$ cat config.mk
export PLATFORM = sky130hd
export DESIGN_NAME = rf_write_arbiter
export DESIGN_NICKNAME = d
export VERILOG_FILES = /design/src/rtl/definitions.sv /design/src/rtl/rf_pkg.sv /design/src/rtl/rf_write_arbiter_rr_arbiter.sv /design/src/rtl/rf_write_arbiter.sv
export SDC_FILE = /design/constraint.sdc
export NUM_CORES = 1
export LEC_CHECK = 0
export ABC_AREA = 1
export CAP_MARGIN = 30
export CORE_UTILIZATION = 42
export DETAILED_ROUTE_END_ITERATION = 16
export HOLD_SLACK_MARGIN = 0.15
export PLACE_DENSITY_LB_ADDON = 0.05
export REMOVE_ABC_BUFFERS = 1
export SETUP_SLACK_MARGIN = 0.02
export SYNTH_ARGS = -nofsm -noshare
export SYNTH_HDL_FRONTEND = slang
export SYNTH_HIERARCHICAL = 1
export SYNTH_SLANG_ARGS = --single-unit
$ cat constraint.sdc
create_clock -name clk -period 4.6 [get_ports clk]
set_input_delay 0.92 -clock clk [delete_from_list [all_inputs] [get_ports clk]]
set_output_delay 0.92 -clock clk [all_outputs]
set_load 0.005 [all_outputs]
$ cat src/rtl/definitions.sv
// Project-wide datapath width shared by the writeback path and the register file.
`ifndef DEFINITIONS_SV
`define DEFINITIONS_SV
`define WORD_SIZE 32
`endif

$ cat src/rtl/rf_pkg.sv
// Register-file geometry and the writeback request record used by the write arbiter.
`ifndef DEFINITIONS_SV
`define DEFINITIONS_SV
`define WORD_SIZE 32
`endif

package rf_pkg;
  localparam int WORD_SIZE         = `WORD_SIZE;
  localparam int REG_FILE_SIZE     = 32;
  localparam int REG_FILE_ADDR_LEN = 5;

  typedef struct packed {
    logic [REG_FILE_ADDR_LEN-1:0] dest;
    logic [WORD_SIZE-1:0]         data;
  } wb_req_t;

  // A one-requester arbiter still needs a 1-bit pointer.
  function automatic int ptr_width(input int n);
    return (n > 1) ? $clog2(n) : 1;
  endfunction
endpackage

$ cat src/rtl/rf_write_arbiter_rr_arbiter.sv
// Combinational round-robin picker: the first valid request at or after the pointer wins.
module rr_arbiter
  import rf_pkg::*;
#(
  parameter int N = 3,
  localparam int PW = ptr_width(N)
) (
  input  logic [N-1:0]  i_req,
  input  logic [PW-1:0] i_ptr,
  output logic [N-1:0]  o_grant,
  output logic [PW-1:0] o_next_ptr,
  output logic          o_valid
);

  int w_dist;
  int w_best;

  always_comb begin
    // NOTE: every output gets a default before the loop, otherwise paths with no winner infer latches.
    o_grant    = '0;
    o_next_ptr = i_ptr;
    o_valid    = 1'b0;
    w_dist     = 0;
    w_best     = 0;
    // Smallest rotational distance from the pointer is the highest priority.
    for (int i = 0; i < N; i++) begin
      w_dist = (i + N - int'(i_ptr)) % N;
      if (i_req[i] && (!o_valid || w_dist < w_best)) begin
        w_best     = w_dist;
        o_grant    = '0;
        o_grant[i] = 1'b1;
        o_next_ptr = PW'((i + 1) % N);
        o_valid    = 1'b1;
      end
    end
  end

endmodule

$ cat src/rtl/rf_write_arbiter.sv
// Round-robin sharing of the register-file write port plus a per-register pending
// scoreboard that lets decode stall on writes still in flight.
module rf_write_arbiter
  import rf_pkg::wb_req_t, rf_pkg::WORD_SIZE, rf_pkg::ptr_width;
#(
  parameter int NUM_REQ           = 3,
  parameter int REG_FILE_SIZE     = rf_pkg::REG_FILE_SIZE,
  parameter int REG_FILE_ADDR_LEN = rf_pkg::REG_FILE_ADDR_LEN
) (
  input  logic                               clk,
  input  logic                               rst,
  input  logic [NUM_REQ-1:0]                 req_valid,
  output logic [NUM_REQ-1:0]                 req_ready,
  input  logic [NUM_REQ*REG_FILE_ADDR_LEN-1:0] req_dest,
  input  logic [NUM_REQ*WORD_SIZE-1:0]       req_data,
  input  logic                               issue_valid,
  input  logic [REG_FILE_ADDR_LEN-1:0]       issue_dest,
  output logic                               issue_ready,
  input  logic [REG_FILE_ADDR_LEN-1:0]       src1,
  input  logic [REG_FILE_ADDR_LEN-1:0]       src2,
  output logic                               busy1,
  output logic                               busy2,
  output logic                               rf_write_en,
  output logic [REG_FILE_ADDR_LEN-1:0]       rf_dest,
  output logic [WORD_SIZE-1:0]               rf_write_val
);

  localparam int PW = ptr_width(NUM_REQ);

  logic [PW-1:0]            r_ptr;
  logic                     r_wen;
  wb_req_t                  r_wb;
  logic [REG_FILE_SIZE-1:0] r_pending;

  logic [PW-1:0]            w_next_ptr;
  logic [NUM_REQ-1:0]       w_grant;
  logic                     w_xfer;
  logic                     w_write;
  logic                     w_issue_ok;
  wb_req_t                  w_win;
  logic [REG_FILE_SIZE-1:0] w_pending_next;

  rr_arbiter #(.N(NUM_REQ)) u_rr_arbiter (
    .i_req      (req_valid),
    .i_ptr      (r_ptr),
    .o_grant    (w_grant),
    .o_next_ptr (w_next_ptr),
    .o_valid    (w_xfer)
  );

  assign req_ready = w_grant;

  always_comb begin
    w_win = '0;
    for (int i = 0; i < NUM_REQ; i++) begin
      if (w_grant[i]) begin
        w_win.dest = req_dest[i*REG_FILE_ADDR_LEN +: REG_FILE_ADDR_LEN];
        w_win.data = req_data[i*WORD_SIZE +: WORD_SIZE];
      end
    end
  end

  // Writes to r0 consume the grant but never reach the register file.
  assign w_write = w_xfer && (w_win.dest != '0);

  assign w_issue_ok  = (issue_dest == '0) || !r_pending[issue_dest];
  assign issue_ready = w_issue_ok;
  assign busy1       = (src1 != '0) && r_pending[src1];
  assign busy2       = (src2 != '0) && r_pending[src2];

  // Set after clear: an issue to a non-pending register being written must stay pending.
  always_comb begin
    w_pending_next = r_pending;
    if (r_wen) w_pending_next[r_wb.dest] = 1'b0;
    if (issue_valid && w_issue_ok && (issue_dest != '0)) w_pending_next[issue_dest] = 1'b1;
  end

  // NOTE: the scoreboard is a flop vector rather than a RAM, so it can and must be cleared by reset.
  always_ff @(posedge clk) begin
    // NOTE: non-blocking assignments keep every register sampling pre-edge values.
    if (rst) begin
      r_ptr     <= '0;
      r_wen     <= 1'b0;
      r_wb      <= '0;
      r_pending <= '0;
    end else begin
      r_wen     <= w_write;
      r_pending <= w_pending_next;
      if (w_write) r_wb  <= w_win;
      if (w_xfer)  r_ptr <= w_next_ptr;
    end
  end

  assign rf_write_en  = r_wen;
  assign rf_dest      = r_wb.dest;
  assign rf_write_val = r_wb.data;

endmodule

==> Word level (Yosys, flattened, before mapping) <==
Index checks and enable logic that the tools add are counted.
{ "word_totals": {"ff_bits": 72, "latchBits": 0, "ram_bits": 0, "mem_bits_ro": 0, "in_bits": 132, "output_inout_bits": 44, "word_cells": 70, "mem_count": 0} }
{ "classes": {"n_addsub": 3, "multipliers": 0, "div": 3, "magnitude_cmp": 8, "eq_ne": 0, "shift": 0, "mux": 26, "bitwise": 3, "reduce_logical": 22} }
{ "ops": {"columns": ["op", "n"], "rows": [
  ["$mux 32", 4],
  ["$mux 37", 3],
  ["$mod 32x3->32 const B", 3],
  ["$lt 32x32->1", 2],
  ["$and 32x32->32", 1],
  ["$not 32->32", 1],
  ["$or 32x32->32", 1],
  ["$lt 5x6->1 const B", 4],
  ["$reduce_bool 5->1", 4],
  ["$bmux 1 s5", 3],
  ["$demux 1 s5", 2],
  ["$ge 5x1->1 const B", 2],
  ["$logic_and 1x1->1", 9],
  ["$mux 1", 9],
  ["$sub 3x2->4 const A", 2],
  ["$mux 2", 3],
  ["$mux 3", 2],
  ["$logic_not 5->1", 1],
  ["$logic_not 1->1", 3],
  ["$logic_or 1x1->1", 3],
  ["$reduce_bool 3->1", 1],
  ["$sub 2x2->3 const A", 1],
  ["$reduce_and 2->1", 1]
]} }

==> Depth between registers and ports, before layout <==
Gate-level depths: netlist (run 1).
{ "logic_depth": {"depth_word": 16, "ltp_mapped": 35} }

==> Hierarchy <==
The synthesis (run 1) kept the hierarchy.
{ "by_module_without_submodules": {"columns": ["module", "instances", "cells_per_inst", "area_each_um2", "seq_area_each_um2"], "rows": [
  ["rf_write_arbiter", 1, 747, 4589.4, 1441.4],
  ["rr_arbiter", 1, 109, 715.7, 0.0]
]} }

==> Least setup slack after synthesis (run 1) <==
OpenSTA, ideal clock, no wires.
{ "synth_timing": {"kind": "register to register", "start": "register r_ptr[1]", "end": "register r_wb, in the netlist rf_write_val[10]", "arrival_ns": 4.233, "setup_slack_ns": 0.255, "path_stages_with_launch": 29, "path_buffers": 2, "synth_period_minus_slack_ns": 4.345, "path_cell_list": "dfxtp_1 inv_1 ha_1 nor2_4 inv_1 ha_1 nand2_2 nand3_2 nand2_2 nand2_4 inv_2 nand2_1 ha_1 a21oi_1 o21ai_0 a21oi_1 nand2_2 nand2_4 nand3_4 a21oi_1 buf_2 nor2_1 o22ai_2 nand3_1 o21bai_4 nor2_4 buf_2 nand2_1 nand2_1"} }
{ "synth_lines": {"columns": ["element", "line_no", "rtl"], "rows": [
  ["from (decl)", "rf_write_arbiter.sv:30", "logic [PW-1:0] r_ptr;"],
  ["from (signal assigned)", "rf_write_arbiter.sv:90", "if (w_xfer) r_ptr <= w_next_ptr;"],
  ["$sub 2x2->3", "rf_write_arbiter_rr_arbiter.sv:27", "w_dist = (i + N - int'(i_ptr)) % N;"],
  ["$mod 32x3->32", "rf_write_arbiter_rr_arbiter.sv:27", null],
  ["$mux 32", "rf_write_arbiter_rr_arbiter.sv:28", "if (i_req[i] && (!o_valid || w_dist < w_best)) begin"],
  ["$lt 32x32->1", "rf_write_arbiter_rr_arbiter.sv:28", null],
  ["$logic_or 1x1->1", "rf_write_arbiter_rr_arbiter.sv:28", null],
  ["$logic_and 1x1->1", "rf_write_arbiter_rr_arbiter.sv:28", null],
  ["$mux 32 or $mux 1 (tied branches)", "rf_write_arbiter_rr_arbiter.sv:28", null],
  ["$lt 32x32->1 or $logic_not 1->1 (tied branches)", "rf_write_arbiter_rr_arbiter.sv:28", null],
  ["$logic_or 1x1->1", "rf_write_arbiter_rr_arbiter.sv:28", null],
  ["$logic_and 1x1->1", "rf_write_arbiter_rr_arbiter.sv:28", null],
  ["$mux 3 *", "rf_write_arbiter_rr_arbiter.sv:28", null],
  ["via req_ready[1]", "rf_write_arbiter.sv:13", "output logic [NUM_REQ-1:0] req_ready,"],
  ["$mux 37 * (2 in series)", "rf_write_arbiter.sv:56", "if (w_grant[i]) begin"],
  ["$reduce_bool 5->1", "rf_write_arbiter.sv:64", "assign w_write = w_xfer && (w_win.dest != '0);"],
  ["$logic_and 1x1->1", "rf_write_arbiter.sv:64", null],
  ["to (signal assigned)", "rf_write_arbiter.sv:89", "if (w_write) r_wb <= w_win;"],
  ["to (decl)", "rf_write_arbiter.sv:32", "wb_req_t r_wb;"]
]} }
Mark *: on every way through the listed nets, which the timed path passes. The rest lies on a longest branch.
A chain may end at the register's enable or synchronous reset.

==> Final worst setup path (run 1) <==
{ "layout_timing": {"start": "register r_ptr[0]", "end": "output req_ready[2]"} }
{ "layout_via": {"elab_chain_cells": 11} }
{ "layout_rtl": {"columns": ["element", "line_no"], "rows": [
  ["$sub 2x2->3", "rf_write_arbiter_rr_arbiter.sv:27"],
  ["$mod 32x3->32", "rf_write_arbiter_rr_arbiter.sv:27"],
  ["$mux 32", "rf_write_arbiter_rr_arbiter.sv:28"],
  ["$lt 32x32->1", "rf_write_arbiter_rr_arbiter.sv:28"],
  ["$logic_or 1x1->1", "rf_write_arbiter_rr_arbiter.sv:28"],
  ["$logic_and 1x1->1", "rf_write_arbiter_rr_arbiter.sv:28"],
  ["$mux 32 or $mux 1 (tied branches)", "rf_write_arbiter_rr_arbiter.sv:28"],
  ["$lt 32x32->1 or $logic_not 1->1 (tied branches)", "rf_write_arbiter_rr_arbiter.sv:28"],
  ["$logic_or 1x1->1 *", "rf_write_arbiter_rr_arbiter.sv:28"],
  ["$logic_and 1x1->1 *", "rf_write_arbiter_rr_arbiter.sv:28"],
  ["$mux 3 *", "rf_write_arbiter_rr_arbiter.sv:28"],
  ["to (decl)", "rf_write_arbiter.sv:13"]
]} }
Mark *: on every way between the ends. The rest lies on a longest branch, timed or not.

==> results of run 1 <==
worst max-delay path, delay by kind of cell, from the launching register on:
| family | cells | cell delay (ns) |
|---|---|---|
| buffers and inverters | 7 | 0.74 |
| and+or+nand+nor | 10 | 0.90 |
| DFF | 1 | 0.35 |
| adders and majority gates | 4 | 0.87 |
| AOI/OAI and AO/OA | 1 | 0.27 |
layer usage:
| metal | part of all wire [%] | global-route usage (%) | vias to the layer above |
|---|---|---|---|
| met3 | 7.3 | 6.723 | 30 |
| li1 | - | - | 3282 |
| met1 | 43 | 34.25 | 2863 |
| met4 | 2.2 | 9.697 | 0 |
| met2 | 47 | 41.58 | 218 |
| met5 | 0 | 0 | - |
cell type report:
cell class	count	share of cell area (%)
multi-input cells	672	44.75
repair buffers	216	27.16
flip-flops and latches	72	18.19
inverters	63	3.214
clock buffers	11	3.056
well taps	168	2.647
clock inverters	4	0.9767
cells in the mapped netlist:
cell type	number	area share, %
nand3b_1	1	0.14
buf_4	1	0.14
nor2_4	4	0.85
buf_2	15	1.4
ha_1	19	4.5
o21ai_1	4	0.38
nand3_4	1	0.33
a31oi_1	1	0.12
inv_2	7	0.50
nand3_2	2	0.38
clkbuf_1	29	2.1
nand2_4	2	0.42
o21ai_0	105	9.9
nand2_1	222	16
bufinv_8	1	0.33
nor2_1	65	4.6
nor3_1	10	0.94
nand4_1	34	4.0
or2_2	2	0.24
dfxtp_1	72	27
a22oi_1	32	4.5
a21oi_1	62	5.8
o211ai_1	11	1.6
o22ai_2	2	0.47
o21bai_4	1	0.35
inv_1	55	3.9
nand2_2	10	1.2
nor2_2	3	0.35
nand3_1	78	7.4
buf_1	5	0.35
cells by family after synthesis:
| kind of cell | after synthesis |
|---|---|
| simple gates | 434 |
| buf+inv | 113 |
| compound gates | 218 |
| flops | 72 |
| fa+ha+maj | 19 |
state kept, by name, indices dropped and copies added, names as in the netlist:
signal,cells
r_pending,32
rf_dest,5
rf_write_val,32
r_ptr,2
rf_write_en,1
per-stage QoR:
| step | cell area (µm²) | util, % | TNS (ns) | worst slack [ns] |
|---|---|---|---|---|
| after floorplan | 5095 | - | -89.37 | -2.314 |
| after global placement | 7321 | 60.20 | -5.047 | -0.1704 |
| after detailed placement | 7321 | 60.20 | -9.670 | -0.2927 |
| after CTS | 7656 | 62.95 | 0 | 0.01761 |
| after global routing | 7943 | 65.31 | -0.007311 | -0.007311 |
| final | 7943 | 65.31 | 0 | 0.1883 |
repair_timing:
action,4_1_cts,5_1_grt
setup endpoints to repair,36,41
cloned,0,2
pin swaps,0,14
setup buffers,0,10
resized for setup,8,36
hold buffers,0,0
where the power goes:
part           total, mW  internal, mW  switching, mW  leakage [nW]
Sequential         0.782         0.717         0.0651         0.588
Combinational       1.40         0.661          0.740          2.51
Clock              0.763         0.490          0.273         0.156
path summary, 6_finish.rpt:
kind	from	endpoint	slack (ns)
worst max-delay path	r_ptr[0]	req_ready[2]	0.19
worst min-delay path	rf_write_val[30]	rf_write_val[30]	0.47
worst max register to register	r_ptr[0]	rf_write_val[6]	0.31
worst min register to register	rf_write_val[30]	rf_write_val[30]	0.47
==> results.md, run 1 <==
* Drt drc at 0
* Post-Synth XOR/XNOR Area at 0%
* First-pass GRT wire length at approximately 27 mm
* GPL Wtd Cong at about 0.9
* Min-delay worst type: flip-flop to flip-flop
* Insertion delay to the later sink of the worst-skew pair at 0.34 ns
* Die height at about 110 µm
* Initial DRC Count at 558
* CP Capture Type: primary output
* Pin count of the biggest net entering global routing at 65
* Layout cells sized above 1 at 11.37%
* Worst-margin pin slew at around 0.94 ns
* Worst setup path class: flip-flop to primary output
* Cells on Worst Hold Path at 2
* Post-synthesis compound-gate area fraction at between 20% and 30%
* Fmax at about 230 MHz
* Initial Util at between 40 and 50%
* Clock Path Buffers at 2
* Setup-failing EPs final at 0
* Final ANT Viol Nets at 0
* GRT Residual Overflow at 0
* #FFs+latches synth at 72
* TritonRoute pass-1 iters at 7
* Vias in the first global route at between 5k and 6k
* Area grow syn2layout at 49.72%
* Die extent in x at between 100 and 150 µm
* IO buf count at about 180
* Multiplexer share of the synthesized area at 0%
* Simple-gate share of the synthesized area at approximately 37%
* Reg area at around 1400 µm²
* Root buf cell: clkbuf_16
* Total of max-cap violations at 0
* WHS at 0.4666 ns
* Core Region at roughly 12000 µm²
* # diodes at 0
* Final hold viol count at 0
* Tot GR Track Use at about a quarter
* Reg2Reg Depth at 30
* Commonest non-fill, non-tap cells in the layout: nand2_1 (219), clkdlybuf4s50_1 (172), o21ai_0 (104)
* Dpl cells at roughly 1.2k
* Ports at approximately 180
* Critical Path RT at roughly 3.7 ns
* Leakage at 3.257 nW
* Die footprint at 13090 µm²
* Post-DP HPWL at between 10 and 15 mm
* Worst rel slew slack at 37.26%
* Initial antenna violation count at 0
* Synth Area per Inst at roughly 6.2 µm²
* Crit-path cells: buf_6 > ha_1 > inv_1 > ha_1 > inv_2 > ha_2 > nand2_2 > nand3_2 > nand2_2 > nand2_4 > inv_4 > nand2_4 > buf_4 > ha_1 > nand3_2 > nor3_2 > nand2_2 > nand2_2 > nand2_4 > buf_4 > a31oi_4 > clkbuf_2
* H-tree depth at 3
* DRT Wirelength at 17.77 mm
* CP Launch Type: flip-flop
* Via count at 6393
* IR drop worst, VDD at just over 0.4 mV
* Main combinational cell family by area after synthesis: simple AND/OR/NAND/NOR gates
* Crit path time final at ~4.4 ns
* Area occupied by multi-input gates at ~3600 µm²
* Data arrival, critical path at between 3 and 4 ns
* Slew Limit Fails at 0
* Worst-path clk slew at 0.06 ns
* Power density cells at around 370 nW/µm²
* WL/cell at roughly 15 µm
* Tot Pwr at 2.945 mW
* Max stage delay cell, worst path: dfxtp_4
* Crit-path max FO at 6
* Synth Area in Adders at roughly 4.5%
* CTS Buf Count at 9
* Most frequent CP cell: nand2_2
* Clock Sinks at between 70 and 80
* Post-Route Skew at between 0.005 and 0.006 ns
* Distinct cells, synth at 30
* Site row count at 40
* Most common cell after layout, fill and taps aside: nand2_1
* Seq/Total Area, Yosys at roughly 27%
* Worst path max stage delay at approximately 0.35 ns
* Syn Inst Count at 856
* Via density at approximately 5.3
* Cell area after synthesis at roughly 5300 µm²
* Nets@finish at around 1.2k
* Status: complete, no violations
* Final cell count without fillers at ~1.2k
* Filler instances at 1156
* Synth Warn # at 6
* Period utilization at 95.91%
* CTS tree: yes
No activity file was read; power rests on OpenSTA's default activity.
==> run 2, diff against run 1 <==
--- a/config.mk
+++ b/config.mk
@@ -8,6 +8,7 @@
 export ABC_AREA = 1
 export CAP_MARGIN = 30
 export CORE_UTILIZATION = 42
+export CTS_CLUSTER_DIAMETER = 120
 export DETAILED_ROUTE_END_ITERATION = 16
 export HOLD_SLACK_MARGIN = 0.15
 export PLACE_DENSITY_LB_ADDON = 0.05
==> results of run 2 <==
No change in the layout: final DEF, timing and power equal those of run 1.
==> run 3, diff against run 2 <==
--- a/config.mk
+++ b/config.mk
@@ -7,7 +7,7 @@
 export LEC_CHECK = 0
 export ABC_AREA = 1
 export CAP_MARGIN = 30
-export CORE_UTILIZATION = 42
+export CORE_UTILIZATION = 46
 export CTS_CLUSTER_DIAMETER = 120
 export DETAILED_ROUTE_END_ITERATION = 16
 export HOLD_SLACK_MARGIN = 0.15
@@ -16,5 +16,4 @@
 export SETUP_SLACK_MARGIN = 0.02
 export SYNTH_ARGS = -nofsm -noshare
 export SYNTH_HDL_FRONTEND = slang
-export SYNTH_HIERARCHICAL = 1
 export SYNTH_SLANG_ARGS = --single-unit
==> constraint.sdc (replaced) <==
create_clock -name clk -period 4.85 [get_ports clk]
set_input_delay 0.97 -clock clk [delete_from_list [all_inputs] [get_ports clk]]
set_output_delay 0.97 -clock clk [all_outputs]
set_load 0.005 [all_outputs]
==> run 3 against run 2 <==
Net effect: synthesized cell count shrank 8.2%; die area down 14%; utilization increased by 5.3 points; critical path depth up 4; global-route usage rose by 3.3 points; first-iteration DRC count decreased by 22%; sequential share of layout area is 1.5 points higher; power is 19% lower; combinational power is 20% lower; count of clock-buffer cells in the layout is 1 higher; critical path type unchanged.
==> results.md, run 3 <==
* Final Util at 70.58% (+5.3 points)
* Post-Route Skew at 0.01014 ns (+0.004271 ns)
* Synth Area per Inst at 6.355 µm² (+2.5%)
* Post-DP HPWL at 12.12 mm (-3.1%)
* Worst path max stage delay at 0.37 ns (+0.02 ns)
* IR drop worst, VDD at 0.1944 mV (-52%)
* Post-CTS Hold Fix Bufs at 0 (unchanged)
* Reg area at 1449 µm² (+0.26%)
* Grt met3 use at 6.990% (+0.27 points)
* Worst path bufs/invs at 8 (+1)
* Root buf cell: clkbuf_8
* Ys flop type: dfxtp_1
* Synth Warn # at 0 (-6)
* Cell area after synthesis at 4995 µm² (-5.8%)
* CP Launch Type: flip-flop
* DRT Wirelength at 17.14 mm (-3.5%)
* Area grow syn2layout at 47.19%
* WHS at 0.4835 ns (+0.01691 ns)
* Core Region at 10420 µm² (-14%)
* Power density cells at 325.1 nW/µm² (-12%)
* Post-Place Worst Slack at -0.2761 ns (+0.01660 ns)
* Global route hottest layer: met2
* Dpl cells at 1074 (-8.9%)
* Synth top area share at 28.86% (+1.7 points)
* GPL Wtd Cong at 0.9286 (+2.1%)
* Cell family with the largest share of critical-path delay: simple AND/OR/NAND/NOR gates
* Filler instances at 908 (-21%)
* #FFs+latches synth at 72 (unchanged)
* H-tree depth at 3 (unchanged)
* Syn Inst Count at 786 (-8.2%)
* Worst-margin pin slew at 0.9894 ns (+0.04936 ns)
* Tot GR Track Use at 29.52% (+3.3 points)
* Total of max-cap violations at 0 (unchanged)
* Tot Pwr at 2.390 mW (-19%)
* Die footprint at 11280 µm² (-14%)
* Worst-path clk slew at 0.08 ns (+0.02 ns)
* Crit-path max FO at 6 (unchanged)
* Setup-failing EPs final at 0 (unchanged)
* Insertion delay to the later sink of the worst-skew pair at 0.35 ns (about the same)
* Period utilization at a little over nine tenths
* Initial antenna violation count at 0 (unchanged)
* Worst rel slew slack at 33.95% (-3.3 points)
* Status: complete, no violations
* GR met2 Demand/Resource at 51.86% (+10 points)
* Vias in the first global route at 5764 (+3.0%)
* Site row count at 37 (-7.5%)
* Layout cells sized above 1 at 10.17% (-1.2 points)
* Die height at 106.2 µm (-7.2%)
* Leakage at 3.047 nW (-6.5%)
* Post-synth ARST share at 0% (unchanged)
* Synth top area cells: dfxtp_1 (29%), nand2_1 (16%), nand3_1 (12%)
* Area after DPL at 6870 µm² (-6.2%)
* Top-count cell post-synth: nand2_1
* Min-delay worst type: flip-flop to flip-flop
* WL/cell at 15.58 µm (+5.8%)
* Design Area, Final at 7352 µm² (-7.4%)
* GR Util met1 at 34.66% (+0.41 points)
* Nets@finish at 1110 (-6.3%)
* Crit path time final at 4.732 ns
* Most common cell after layout, fill and taps aside: nand2_1
* Max stage delay cell, worst path: dfxtp_4
* Final hold viol count at 0 (unchanged)
* Worst setup path class: flip-flop to primary output
* CP Capture Type: primary output
* Most frequent cells after synthesis: nand2_1 (207), nand3_1 (124), dfxtp_1 (72), o21ai_0 (71), a21oi_1 (62)
* Commonest non-fill, non-tap cells in the layout: nand2_1 (198), clkdlybuf4s50_1 (171), nand3_1 (122)
* CTS Buf Count at 9 (unchanged)
* RSZ-0062 raised after global routing: yes
* GRT Residual Overflow at 0 (unchanged)
* Slew Limit Fails at 0 (unchanged)
* Fmax at between 200 and 250 MHz
* Seq/Total Area, Yosys at 28.86% (+1.7 points)
* TritonRoute pass-1 iters at 5 (-2)
* TNS Setup at 0 ns (unchanged)
* Critical Path RT at 3.88 ns (+0.20 ns)
* Via density at 5.693 (+7.4%)
* Final ANT Viol Nets at 0 (unchanged)
* Post-synth EDFFs at 0 (unchanged)
* Yosys top cell by area: dfxtp_1
* Area occupied by multi-input gates at 3223 µm² (-9.3%)
* Distinct cells, synth at 37 (+23%)
* Via count at 6262 (-2.0%)
* Post-route setup slack at 0.1183 ns (-0.07001 ns)
* Initial DRC Count at 437 (-22%)
* Clock Path Buffers at 2 (unchanged)
* First-pass GRT wire length at 26.83 mm (-1.9%)
* Initial Util at 47.95% (+4.3 points)
* Clock Sinks at 72 (unchanged)
* Drt drc at 0 (unchanged)
* # diodes at 0 (unchanged)
* Ports at 176 (unchanged)
* Data arrival, critical path at 3.76 ns (+0.27 ns)
* Pin count of the biggest net entering global routing at 65 (unchanged)
* IO buf count at 175 (unchanged)
* CTS tree: yes
* Final cell count without fillers at 1100 (-8.8%)
* Die extent in x at 106.2 µm (-7.2%)
* Most frequent CP cell: nand2_2
run 3: power by group:
group,switching (mW),total [mW],internal (mW)
logic,0.610,1.12,0.511
registers,0.0586,0.729,0.671
clock network,0.234,0.541,0.306
run 3: path summary, 6_finish.rpt:
path	to	from	slack, ns	cells past startpoint
hold reg to reg	r_pending[1]	r_pending[1]	0.48	2
setup reg to reg	rf_write_val[2]	r_ptr[0]	0.47	30
setup / recovery	req_ready[1]	r_ptr[0]	0.12	26
hold / removal	r_pending[1]	r_pending[1]	0.48	2
run 3: cell families (layout without fill, tap and decap cells):
kind of cell / Yosys count / count (layout) / share of synthesized area (%)
flip-flops: 72 / 72 / 28.86
adder cells (fa/ha/maj): 19 / 19 / 4.760
buffers and inverters: 113 / 291 / 9.895
AND/OR/NAND/NOR: 408 / 408 / 36.70
AO/OA/AOI/OAI: 174 / 174 / 19.79
run 3: final cells by class:
type / count / share of cell area (%)
multi-input combinational: 601 / 43.84
timing repair buffer: 211 / 27.55
sequential: 72 / 19.71
inverter: 64 / 3.574
tap: 136 / 2.314
clock buffer: 12 / 1.974
clock inverter: 4 / 1.038
run 3: metal layers:
layer / vias to the layer above / part of all wire (%)
li1: 3055 / -
met1: 2887 / 39
met2: 277 / 50
met3: 43 / 8.0
met4: 0 / 3.0
met5: - / 0
run 3: timing repair:
item / CTS / global route
setup buffers: 5 / 5
endpoints found under the setup margin: 3 / 4
gates resized for setup: 15 / 44
pin swaps: 1 / 17
run 3: worst min-delay path: cells and delay by family, from the launching register on:
kind,cells,cell delay (ns)
DFF,1,0.31
AOI/OAI and AO/OA,2,0.13
